[config.mk]
export PLATFORM = sky130hd
export DESIGN_NAME = coef_seq
export DESIGN_NICKNAME = d
export VERILOG_FILES = /design/src/rtl/coef_seq.sv
export SDC_FILE = /design/constraint.sdc
export NUM_CORES = 1
export LEC_CHECK = 0
export BUFFER_PORTS_ARGS = -buffer_cell sky130_fd_sc_hd__buf_2
export CAP_MARGIN = 20
export CORE_AREA = 2 2 99 101
export CTS_BUF_LIST = sky130_fd_sc_hd__clkbuf_8
export CTS_CLUSTER_SIZE = 10
export DETAILED_ROUTE_END_ITERATION = 8
export DIE_AREA = 0 0 101 103
export GPL_ROUTABILITY_DRIVEN = 0
export SETUP_SLACK_MARGIN = 0.15
export SYNTH_ARGS = -nofsm -noshare
export SYNTH_HDL_FRONTEND = slang
export SYNTH_SLANG_ARGS = --single-unit
[constraint.sdc]
create_clock -name Fg_CLK -period 5.25 [get_ports Fg_CLK]
set_clock_uncertainty 0.1 [all_clocks]
set_input_delay 0.525 -clock Fg_CLK [delete_from_list [all_inputs] [get_ports Fg_CLK]]
set_output_delay 0.525 -clock Fg_CLK [all_outputs]
set_load 0.1 [all_outputs]
[src/rtl/coef_seq.sv]
// Address sequencer/unpacker between coef_prom and the DDS core: fetches COUNT
// words from a base address, splits each into FTW/phase and presents it on valid/ready.
module coef_seq #(
  parameter int ADDR_W  = 4,
  parameter int DATA_W  = 48,
  parameter int FTW_W   = 32,
  parameter int PH_W    = 16,
  parameter int ROM_LAT = 2
) (
  input  logic              Fg_CLK,
  input  logic              RESETn,
  input  logic              start_i,
  input  logic [ADDR_W-1:0] base_ad_i,
  input  logic [ADDR_W:0]   count_i,
  output logic [ADDR_W-1:0] rom_ad_o,
  output logic              rom_ce_o,
  output logic              rom_oce_o,
  input  logic [DATA_W-1:0] rom_dout_i,
  output logic [FTW_W-1:0]  coef_ftw_o,
  output logic [PH_W-1:0]   coef_phase_o,
  output logic              coef_valid_o,
  input  logic              coef_ready_i,
  output logic              busy_o,
  output logic              done_o
);

  localparam int WAIT_W = $clog2(ROM_LAT + 1);

  typedef enum logic [1:0] {
    S_IDLE,
    S_WAIT,
    S_PRESENT
  } state_t;

  state_t              state_q, state_d;
  logic [WAIT_W-1:0]   wait_q, wait_d;
  logic [ADDR_W:0]     remain_q, remain_d;
  logic [ADDR_W-1:0]   ad_q, ad_d;
  logic                ce_q, ce_d;
  logic [FTW_W-1:0]    ftw_q, ftw_d;
  logic [PH_W-1:0]     ph_q, ph_d;
  logic                valid_q, valid_d;
  logic                busy_q, busy_d;
  logic                done_q, done_d;

  // NOTE: every variable gets a hold/default value first so no path leaves it
  // unassigned; that is what keeps this block free of inferred latches.
  always_comb begin
    state_d  = state_q;
    wait_d   = wait_q;
    remain_d = remain_q;
    ad_d     = ad_q;
    ce_d     = ce_q;
    ftw_d    = ftw_q;
    ph_d     = ph_q;
    valid_d  = valid_q;
    done_d   = 1'b0;

    unique case (state_q)
      S_IDLE: begin
        if (start_i && (count_i != '0)) begin
          remain_d = count_i;
          ad_d     = base_ad_i;
          ce_d     = 1'b1;
          wait_d   = WAIT_W'(ROM_LAT);
          state_d  = S_WAIT;
        end
      end

      S_WAIT: begin
        // Counter hits zero once the ROM pipeline has delivered the addressed word.
        if (wait_q == '0) begin
          ftw_d   = rom_dout_i[DATA_W-1 -: FTW_W];
          ph_d    = rom_dout_i[PH_W-1:0];
          valid_d = 1'b1;
          state_d = S_PRESENT;
        end else begin
          wait_d = wait_q - 1'b1;
        end
      end

      S_PRESENT: begin
        if (coef_ready_i) begin
          valid_d = 1'b0;
          if (remain_q > (ADDR_W+1)'(1)) begin
            remain_d = remain_q - 1'b1;
            ad_d     = ad_q + 1'b1;
            wait_d   = WAIT_W'(ROM_LAT);
            state_d  = S_WAIT;
          end else begin
            remain_d = '0;
            ce_d     = 1'b0;
            done_d   = 1'b1;
            state_d  = S_IDLE;
          end
        end
      end

      default: begin
        state_d = S_IDLE;
        valid_d = 1'b0;
        ce_d    = 1'b0;
      end
    endcase
  end

  // Busy is registered from the next state so it tracks the state register exactly.
  assign busy_d = (state_d != S_IDLE);

  // NOTE: sequential state uses non-blocking assignments so every register
  // samples the pre-edge values, independent of statement order.
  always_ff @(posedge Fg_CLK or negedge RESETn) begin
    if (!RESETn) begin
      state_q  <= S_IDLE;
      wait_q   <= '0;
      remain_q <= '0;
      ad_q     <= '0;
      ce_q     <= 1'b0;
      ftw_q    <= '0;
      ph_q     <= '0;
      valid_q  <= 1'b0;
      busy_q   <= 1'b0;
      done_q   <= 1'b0;
    end else begin
      state_q  <= state_d;
      wait_q   <= wait_d;
      remain_q <= remain_d;
      ad_q     <= ad_d;
      ce_q     <= ce_d;
      ftw_q    <= ftw_d;
      ph_q     <= ph_d;
      valid_q  <= valid_d;
      busy_q   <= busy_d;
      done_q   <= done_d;
    end
  end

  assign rom_ad_o     = ad_q;
  assign rom_ce_o     = ce_q;
  assign rom_oce_o    = ce_q;
  assign coef_ftw_o   = ftw_q;
  assign coef_phase_o = ph_q;
  assign coef_valid_o = valid_q;
  assign busy_o       = busy_q;
  assign done_o       = done_q;

endmodule

=== Word level (Yosys, flattened, before mapping) ===
Cells that the tools add are included.

* Reduce and logical (&&, ||, !) cells: 13
* $lt $le $gt $ge: 1
* Equal/unequal tests: 8
* Shifts and indexed selects: 0
* Bitwise gates (word level): 2
* Muxes and demuxes: 28
* Add/subtract/negate cells: 3
* $mul: 0
* Div/mod/pow operators: 0

{| class="wikitable"
|+ Operators by type and width
! kind !! count
|-
| 5-bit 2-to-1 mux || 3
|-
| 2-bit 2-to-1 mux || 7
|-
| 4-bit 2-to-1 mux || 3
|-
| 2-bit inequality test (second input constant) || 6
|-
| 2-bit one-hot mux with 3 select lines || 2
|-
| 5-bit one-hot mux with 2 select lines || 1
|-
| 1-bit 2-to-1 mux || 9
|-
| 4-bit one-hot mux with 2 select lines || 1
|-
| 4-bit AND reduction || 2
|-
| 1-bit one-hot mux with 3 select lines || 2
|-
| 3-bit AND reduction || 2
|-
| 5-bit by 1-bit greater-than comparator with 1-bit output (second input constant) || 1
|-
| 5-bit AND reduction || 1
|-
| 5-bit nonzero test || 1
|-
| 5-bit by 1-bit subtractor with 5-bit output (second input constant) || 1
|-
| 4-bit by 1-bit adder with 4-bit output (second input constant) || 1
|-
| 2-bit zero test || 2
|-
| 2-bit nonzero test || 2
|-
| 3-bit nonzero test || 1
|-
| 2-bit by 1-bit == test with 1-bit output (second input constant) || 1
|-
| 2-bit == test (second input constant) || 1
|-
| 1-bit NOT || 2
|-
| 2-bit AND reduction || 1
|-
| 2-bit by 1-bit subtractor with 2-bit output (second input constant) || 1
|-
| 1-bit logical AND || 1
|}

* Input port bits: 61
* Output and inout port bits: 57
* Bits in read-only memories: 0
* Memories: 0
* Bits in latches: 0
* Memory bits (writable): 0
* Logic and storage cells: 65
* Bits in registers: 65

=== Longest topological paths before layout ===
Gate-level depths: netlist of run 1.

* Depth after elaboration: 5
* Gate-level depth with buffers: 6

=== Least setup slack after synthesis of run 1 ===
OpenSTA, ideal clock, no wires.

* Path kind: register to register
* Start: register ad_q[1], in the netlist rom_ad_o[1]
* End: register ad_q[1], in the netlist rom_ad_o[1]
* Slack: 3.209 ns
* Data required time: 5.022 ns
* Stages on the path, launching flop included: 4
* Arrival: 1.812 ns
* Setup time: 0.128 ns
* Path through: dfrtp_1 ha_1 mux2_2 mux2_1

* Longest elaborated chain between the ends: 4

{| class="wikitable"
|+ RTL lines
! what !! RTL line !! text
|-
| start: declaration || 38 || <nowiki>logic [ADDR_W-1:0] ad_q, ad_d;</nowiki>
|-
| start signal: assignment || 117 || <nowiki>ad_q <= '0;</nowiki>
|-
| start signal: assignment || 128 || <nowiki>ad_q <= ad_d;</nowiki>
|-
| 4-bit by 1-bit adder with 4-bit output || 87 || <nowiki>ad_d = ad_q + 1'b1;</nowiki>
|-
| 4-bit 2-to-1 mux || 85 || <nowiki>if (remain_q > (ADDR_W+1)'(1)) begin</nowiki>
|-
| 4-bit 2-to-1 mux || 83 || <nowiki>if (coef_ready_i) begin</nowiki>
|-
| 4-bit one-hot mux with 2 select lines || 59 || <nowiki>unique case (state_q)</nowiki>
|}

Every way passes these cells. The select of a mux whose other input is x is not followed.
A chain may end at the register's enable or synchronous reset.

=== Final worst setup path of run 1 ===
* Start: register state_q[1]
* End: register ph_q[14], in the netlist coef_phase_o[14]

* Longest elaborated chain between the ends: 2

{| class="wikitable"
|+ RTL lines
! what !! RTL line !! text
|-
| start: declaration || 35 || <nowiki>state_t state_q, state_d;</nowiki>
|-
| start signal: assignment || 125 || <nowiki>state_q <= state_d;</nowiki>
|-
| 2-bit by 1-bit == test with 1-bit output || 59 ||
|-
| 2-bit AND reduction (no line) || -- ||
|-
| end signal: assignment || 131 || <nowiki>ph_q <= ph_d;</nowiki>
|-
| end: declaration || 41 || <nowiki>logic [PH_W-1:0] ph_q, ph_d;</nowiki>
|}

Every way passes these cells.

==> flow_metrics.env, run 1 <==
export IMPL_avgSynthCellArea_um2=13.60
export IMPL_portBuffers=117
export IMPL_utilization_pct=39.68
export IMPL_hp_class="input pin to asynchronous set/reset pin"
export IMPL_slew_viol_final=0
export IMPL_h_tree_depth=3
export IMPL_clk_pin_slew_ps=70
export IMPL_clock_latency_ps=330
export IMPL_cts_tree="yes"
export IMPL_cts_hold_buffers_added=0
export IMPL_post_drt_wl_per_cell_um=13.60
export IMPL_synth_yosys_warnings=0
export IMPL_maxSlewHeadroom_pct=46.80
export IMPL_antenna_found_initial=0
export IMPL_viasPerCell=4.545
export IMPL_area_delta_synth_final_pct=32.04
export IMPL_fmax_mhz=421.8
export IMPL_grt_overflow=0
export IMPL_coreArea_um2=9459
export IMPL_drive_above_1_share_pct=57.49
export IMPL_die_y_um=103
export IMPL_post_cts_buffers=0
export IMPL_syn_area_um2=2843
export IMPL_ys_dominant_reg_cell="dfrtp_1"
export IMPL_track_usage_pct=11.57
export IMPL_rows=36
export IMPL_ys_seq_area_share_pct=57.22
export IMPL_die_w_um=101
export IMPL_critical_path_startpoint_type="register"
export IMPL_worst_slack_ps=2879
export IMPL_dpl_hpwl_um=4393
export IMPL_final_cell_area_um2=3754
export IMPL_fillers=931
export IMPL_setup_viol=0
export IMPL_worstPathArrival_ps=2490
export IMPL_start_util_pct=30.05
export IMPL_cts_repair_resize_count=0
export IMPL_pre_cts_ws_ps=2843
export IMPL_ys_ff_latch=65
export IMPL_post_route_period_util_pct=45.16
export IMPL_io_pins=118
export IMPL_finalCriticalPeriod_ps=2371
export IMPL_end_kind="register"
export IMPL_yosysMostFrequentCell="dfrtp_1"
export IMPL_wl_um=6092
export IMPL_synth_area_leader_cell="dfrtp_1"
export IMPL_cts_sinks=65
export IMPL_cp_max_fo=29
export IMPL_clock_path_buffers=2
export IMPL_grt_pass1_wl_um=9252
export IMPL_yosysUniqueCellTypes=40
export IMPL_fin_nets=394
export IMPL_ys_top_cells_by_count="dfrtp_1, mux2_2, inv_1, nand2_1"
export IMPL_cap_violations=0
export IMPL_drc=0
export IMPL_worstMarginPinSlew_ps=797.9
export IMPL_vias=2036
export IMPL_outcome="completed"
export IMPL_yosys_top_cells_area="dfrtp_1, mux2_2, ha_1, inv_1, nand2_1"
export IMPL_drtIter0Drc=85
export IMPL_crit_required_ps=5360
export IMPL_rsz0062_at_grt="false"
export IMPL_dr_pass1_iters=4
export IMPL_place_area_um2=3533
export IMPL_setup_tns_ps=0
export IMPL_first_global_vias=1945
export IMPL_hold_violations=0
export IMPL_grt_max_degree=66
export IMPL_antennaDiodeCount=0
export IMPL_synth_edf_count=0
export IMPL_synthArstFlopShare_pct=100.0
export IMPL_drtAntennaViolNets=0
export IMPL_syn_num_nets=274
export IMPL_cts_root_buf="clkbuf_8"
export IMPL_critPathKind="register to register"
export IMPL_yosysTopAreaCellShare_pct=57.22
export IMPL_netlist_instances=209
export IMPL_cts_buffers=9
export IMPL_die_area_um2=10400
cell type report:
cell class / instances / area [µm²] / share of cell area, %
multi-input combinational: 123 / 1122 / 29.90
inverter: 11 / 41.29 / 1.100
tap: 114 / 142.6 / 3.800
sequential: 65 / 1627 / 43.33
timing repair buffer: 119 / 600.6 / 16.00
clock buffer: 10 / 137.6 / 3.667
clock inverter: 6 / 82.58 / 2.200
sequential cells by signal (all words and copies together), names as in the netlist:
name          cells
done_o            1
wait_q            2
rom_ce_o          1
remain_q          5
rom_ad_o          4
busy_o            1
coef_valid_o      1
state_q           2
coef_phase_o     16
coef_ftw_o       32
worst paths after layout:
path / cells after the start / end / start / slack, ps
worst max-delay path: 4 / coef_phase_o[14] / state_q[1] / 2880
worst min-delay path: 2 / coef_ftw_o[18] / RESETn / 270
worst min register to register: 1 / coef_phase_o[6] / coef_phase_o[6] / 400
min in group Fg_CLK: 2 / coef_ftw_o[0] / rom_dout_i[16] / 320
worst max register to register: 4 / coef_phase_o[14] / state_q[1] / 2880
max in group asynchronous: 2 / coef_phase_o[6] / RESETn / 4260
cell usage in the layout (no fill, tap or decap), drive strengths merged:
master / instances
nand3b: 1
a22o: 3
a211o: 2
a2bb2oi: 1
or3: 3
o211ai: 2
inv: 12
mux2: 50
o21ba: 1
bufinv: 2
mux2i: 3
o31ai: 3
a21bo: 1
buf: 119
a21oi: 2
nor4: 1
nand2b: 2
a21o: 2
clkinv: 3
a211oi: 1
clkbuf: 10
o21a: 3
ha: 4
o311ai: 4
nor2: 4
nor3: 4
a2111oi: 2
nand3: 3
o21ai: 4
dfrtp: 65
nand2: 10
a22oi: 2
o41ai: 4
o21bai: 1
metal layers:
metal / GRT usage [%] / vias up / routed length (µm)
li1: - / 1000 / -
met1: 14.40 / 946 / 2704
met2: 18.72 / 79 / 2934
met3: 3.864 / 11 / 380
met4: 4.574 / 0 / 72
met5: 0 / - / 0
worst max-delay path: stages, from the launching register on:
cell	delay, ps
dfrtp_1	720
inv_2	190
nand3_2	410
buf_4	440
mux2_2	390
cells by family after synthesis:
| logic type | after synthesis | share of synthesized area, % |
|---|---|---|
| compound gates | 38 | 11.75 |
| fa+ha+maj | 4 | 1.761 |
| buf+inv | 21 | 3.477 |
| flops | 65 | 57.22 |
| mux | 53 | 20.86 |
| simple gates | 28 | 4.930 |
per-stage QoR:
step	hold slack [ps]	cells
after floorplan	129.4	209
after global placement	380.3	432
after detailed placement	388.3	432
after CTS	294.3	448
after global routing	293.8	448
final	269.9	448
Power of run 1 is not shown: default switching activity piles up to over one toggle a cycle in this logic, so the estimate is an artifact.
==> run 2, diff against run 1 <==
==> constraint.sdc (replaced) <==
create_clock -name Fg_CLK -period 2.1 [get_ports Fg_CLK]
set_clock_uncertainty 0.1 [all_clocks]
set_input_delay 0.21 -clock Fg_CLK [delete_from_list [all_inputs] [get_ports Fg_CLK]]
set_output_delay 0.21 -clock Fg_CLK [all_outputs]
set_load 0.1 [all_outputs]
==> run 2 against run 1 <==
Effect of this change: cell count is 11% higher; hold slack worse by 240 ps; design area is 13% higher; routed wire length is 6.5% higher; sequential share of layout area is 4.8 points lower; non-clock buffer count is 50 higher; register-to-register slack worse by 2700 ps; die area stayed put; critical path type unchanged; critical endpoint is now rom_ad_o[1].
==> flow_metrics.env, run 2 (synthesized netlist as in run 1, its figures left out) <==
export IMPL_outcome="completed"
export IMPL_grt_overflow=0
export IMPL_final_cells=498
export IMPL_hp_start="rom_dout_i[17]"
export IMPL_path_buf_inv=0
export IMPL_post_drt_wl_per_cell_um=13.03
export IMPL_critical_path_startpoint_type="register"
export IMPL_max_stage_delay_ps=430
export IMPL_crit_family="compound AO/OA/AOI/OAI gates"
export IMPL_vias=2268
export IMPL_grt_pass1_wl_um=10090
export IMPL_io_pins=118
export IMPL_portBuffers=117
export IMPL_antenna_found_initial=0
export IMPL_first_global_vias=2224
export IMPL_maxSlewHeadroom_pct=66.53
export IMPL_dr_pass1_iters=4
export IMPL_dp_cells=436
export IMPL_cp_startpoint="remain_q[2]"
export IMPL_setup_tns_ps=0
export IMPL_clock_latency_ps=330
export IMPL_grt_max_degree=66
export IMPL_fmax_mhz=534.3
export IMPL_utilization_pct=44.71
export IMPL_largest_reg_flops=32
export IMPL_antennaDiodeCount=0
export IMPL_cts_tree="yes"
export IMPL_rows=36
export IMPL_worstPathArrival_ps=1980
export IMPL_crit_required_ps=2210
export IMPL_r2r_slack_ps=230
export IMPL_fillers=869
export IMPL_layout_commonest_cell="buf_2"
export IMPL_pre_cts_ws_ps=219.4
export IMPL_hold_violations=0
export IMPL_clock_path_buffers=2
export IMPL_cp_max_fo=6
export IMPL_die_y_um=103
export IMPL_drive_above_1_share_pct=51.82
export IMPL_wl_um=6488
export IMPL_post_route_period_util_pct=89.12
export IMPL_end_kind="register"
export IMPL_drtIter0Drc=58
export IMPL_viasPerCell=4.554
export IMPL_setup_viol=0
export IMPL_worst_slack_ps=228.4
export IMPL_hp_class="input pin to register"
export IMPL_fin_nets=444
export IMPL_cts_root_buf="clkbuf_8"
export IMPL_critPathKind="register to register"
export IMPL_slew_viol_final=0
export IMPL_worstMarginPinSlew_ps=505.6
export IMPL_drc=0
export IMPL_coreArea_um2=9459
export IMPL_drtAntennaViolNets=0
export IMPL_start_util_pct=30.05
export IMPL_die_area_um2=10400
export IMPL_cp_cell_sequence="or3_4 -> o211ai_1 -> a21o_2 -> mux2_1"
export IMPL_h_tree_depth=3
export IMPL_final_cell_mix="buf_2, dfrtp_1, mux2_2, dlygate4sd3_1, inv_1"
export IMPL_die_w_um=101
export IMPL_crit_slowest_cell="dfrtp_1"
export IMPL_cap_violations=0
export IMPL_rsz0062_at_grt="true"
export IMPL_finalCriticalPeriod_ps=1872
export IMPL_cts_buffers=9
export IMPL_track_usage_pct=12.45
export IMPL_cts_sinks=65
export IMPL_clk_pin_slew_ps=70
export IMPL_r2r_start="remain_q[2]"
export IMPL_area_delta_synth_final_pct=48.77
export IMPL_dpl_hpwl_um=4403
==> run 2: cell count changes in the layout (fill, tap and decap cells not counted), sizes merged <==
cell | previous run | this run
dlygate4sd3 | 0 | 45
clkbuf | 10 | 11
bufinv | 2 | 0
buf | 119 | 124
inv | 12 | 13
==> run 2: cell type report <==
cell class	count	area (µm²)	share of cell area (%)
clock buffer	11	151.4	3.580
clock inverter	5	22.52	0.5325
inverter	11	41.29	0.9763
multi-input combinational	123	1129	26.69
sequential	65	1629	38.52
tap	114	142.6	3.373
timing repair buffer	169	1114	26.33
==> run 2: worst paths after layout <==
kind	depth (start not counted)	to
hold / removal	2	coef_ftw_o[1]
max in group asynchronous	3	rom_ad_o[0]
setup / recovery	4	rom_ad_o[1]
hold reg to reg	1	coef_ftw_o[12]
setup reg to reg	4	rom_ad_o[1]
min in group asynchronous	3	coef_phase_o[14]
==> run 2: timing repair <==
action                                  in CTS  in global routing
hold endpoints to repair                   109                  0
resized for setup                            0                  2
hold buffers                                45                  0
setup buffers                                0                  1
endpoints found under the setup margin       0                  3
==> run 2: metal layers <==
metal / vias to the layer above / global-route usage (%) / part of all wire (%)
li1: 1097 / - / -
met1: 1079 / 14.24 / 43
met2: 84 / 21.33 / 50
met3: 8 / 4.542 / 6.5
met4: 0 / 4.886 / 1.2
met5: - / 0 / 0
==> run 2: worst reg2reg max path, delay by kind of cell, from the launching register on <==
kind               cells  cell delay [ps]
AOI/OAI and AO/OA      2              480
and+or+nand+nor        1              430
DFF                    1              430
muxes                  1              320
==> run 2: metrics by stage <==
stage / hold slack [ps] / area, µm²
3_3_place_gp: 155.7 / 3591
4_1_cts: 0.1404 / 4215
2_1_floorplan: -185.6 / 2845
3_5_place_dp: 154.5 / 3591
6_report: 25.79 / 4229
5_1_grt: 6.777 / 4229
Power of run 2 is left out for the same reason.
==> run 3, diff against run 2 <==
--- a/config.mk
+++ b/config.mk
@@ -7,12 +7,15 @@
 export LEC_CHECK = 0
 export BUFFER_PORTS_ARGS = -buffer_cell sky130_fd_sc_hd__buf_2
 export CAP_MARGIN = 20
+export CELL_PAD_IN_SITES_DETAIL_PLACEMENT = 0
+export CELL_PAD_IN_SITES_GLOBAL_PLACEMENT = 1
 export CORE_AREA = 2 2 99 101
 export CTS_BUF_LIST = sky130_fd_sc_hd__clkbuf_8
 export CTS_CLUSTER_SIZE = 10
 export DETAILED_ROUTE_END_ITERATION = 8
 export DIE_AREA = 0 0 101 103
 export GPL_ROUTABILITY_DRIVEN = 0
+export PLACE_DENSITY_LB_ADDON = 0.1
 export SETUP_SLACK_MARGIN = 0.15
 export SYNTH_ARGS = -nofsm -noshare
 export SYNTH_HDL_FRONTEND = slang
==> run 3 against run 2 <==
Effect of this change: non-clock buffer count is 6 higher; fmax is 0.13% higher; register-to-register slack hardly changed; hold slack better by 45 ps; sequential cell count stayed put; critical path type unchanged.
==> flow_metrics.env, run 3 (synthesized netlist as in run 1, its figures left out) <==
export IMPL_outcome="completed"
export IMPL_worstPathArrival_ps=2000
export IMPL_h_tree_depth=3
export IMPL_antennaDiodeCount=0
export IMPL_coreArea_um2=9459
export IMPL_post_route_period_util_pct=89.00
export IMPL_regArea_um2=1629
export IMPL_cts_tree="yes"
export IMPL_r2r_slack_ps=230
export IMPL_final_cell_mix="buf_2, dfrtp_1, mux2_2, dlygate4sd3_1"
export IMPL_wl_um=6930
export IMPL_critical_path_startpoint_type="register"
export IMPL_grt_pass1_wl_um=10860
export IMPL_vias=2287
export IMPL_drive_above_1_share_pct=52.05
export IMPL_hold_violations=0
export IMPL_post_drt_wl_per_cell_um=13.75
export IMPL_io_pins=118
export IMPL_viasPerCell=4.538
export IMPL_hp_class="input pin to register"
export IMPL_drtIter0Drc=47
export IMPL_crit_end="rom_ad_o[1]"
export IMPL_rsz0062_at_grt="true"
export IMPL_dpl_hpwl_um=4666
export IMPL_cp_max_fo=6
export IMPL_cts_buffers=9
export IMPL_first_global_vias=2332
export IMPL_grt_max_degree=53
export IMPL_rows=36
export IMPL_slew_viol_final=0
export IMPL_cp_startpoint="remain_q[2]"
export IMPL_r2r_end="rom_ad_o[1]"
export IMPL_area_delta_synth_final_pct=52.99
export IMPL_finalCriticalPeriod_ps=1869
export IMPL_start_util_pct=30.05
export IMPL_maxSlewHeadroom_pct=65.11
export IMPL_setup_viol=0
export IMPL_portBuffers=117
export IMPL_layout_commonest_cell="buf_2"
export IMPL_dr_pass1_iters=4
export IMPL_clk_pin_slew_ps=80
export IMPL_fmax_mhz=535.0
export IMPL_crit_required_ps=2230
export IMPL_end_kind="register"
export IMPL_drtAntennaViolNets=0
export IMPL_r2r_cells=4
export IMPL_die_area_um2=10400
export IMPL_largest_reg_flops=32
export IMPL_r2r_start="remain_q[2]"
export IMPL_grt_overflow=0
export IMPL_fin_nets=450
export IMPL_drc=0
export IMPL_cts_root_buf="clkbuf_8"
export IMPL_cts_sinks=65
export IMPL_die_w_um=101
export IMPL_setup_tns_ps=0
export IMPL_track_usage_pct=13.56
export IMPL_clock_latency_ps=340
export IMPL_worstMarginPinSlew_ps=518.9
export IMPL_antenna_found_initial=0
export IMPL_fillers=874
export IMPL_multiInputGateArea_um2=1127
export IMPL_critPathKind="register to register"
export IMPL_die_y_um=103
export IMPL_clock_path_buffers=2
export IMPL_cap_violations=0
## run 3: per-stage QoR
step | area (µm²) | setup WS, ps | hold WS, ps | std cells | utilization, %
2_1_floorplan | 2845 | 283.5 | -185.6 | 209 | -
3_3_place_gp | 3618 | 224.2 | 34.86 | 438 | 38.25
3_5_place_dp | 3618 | 198.5 | 32.88 | 438 | 38.25
4_1_cts | 4337 | 194.0 | 50.68 | 503 | 45.85
5_1_grt | 4349 | 147.2 | 75.95 | 504 | 45.98
6_report | 4349 | 230.9 | 71.14 | 504 | 45.98
## run 3: how the worst min path moves through the flow
stage	cells past startpoint	slack [ps]	from	to
global route	3	80	coef_ready_i	done_o
detailed placement	1	30	RESETn	coef_ftw_o[17]
finish	3	70	coef_ready_i	done_o
floorplan	0	-190	RESETn	busy_o
global placement	1	30	RESETn	coef_ftw_o[17]
CTS	3	50	coef_ready_i	done_o
## run 3: cell type report
type / count / area share, %
clock inverters: 6 / 2.071
flip-flops and latches: 65 / 37.46
multi-input cells: 123 / 25.92
clock buffers: 10 / 3.165
repair buffers: 175 / 27.16
inverters: 11 / 0.9494
well taps: 114 / 3.280
## run 3: what timing repair did
action,in CTS,in global routing
setup endpoints to repair,0,3
gates resized for setup,0,1
hold buffers,49,0
hold endpoints to repair,61,0
setup buffers,0,1
## run 3: per-layer routing
metal,routed length [µm],vias to the layer above,global-route usage (%)
met5,0,-,0
met4,110,0,5.301
met3,386,11,4.339
met2,3429,78,23.79
met1,3004,1091,15.43
li1,-,1107,-
## run 3: worst max-delay path: stages, from the launching register on
cell and delay [ps]:
dfrtp_1 430, or3_4 430, o211ai_1 270, a21o_2 210
mux2_1 320
Power of run 3 is left out for the same reason.
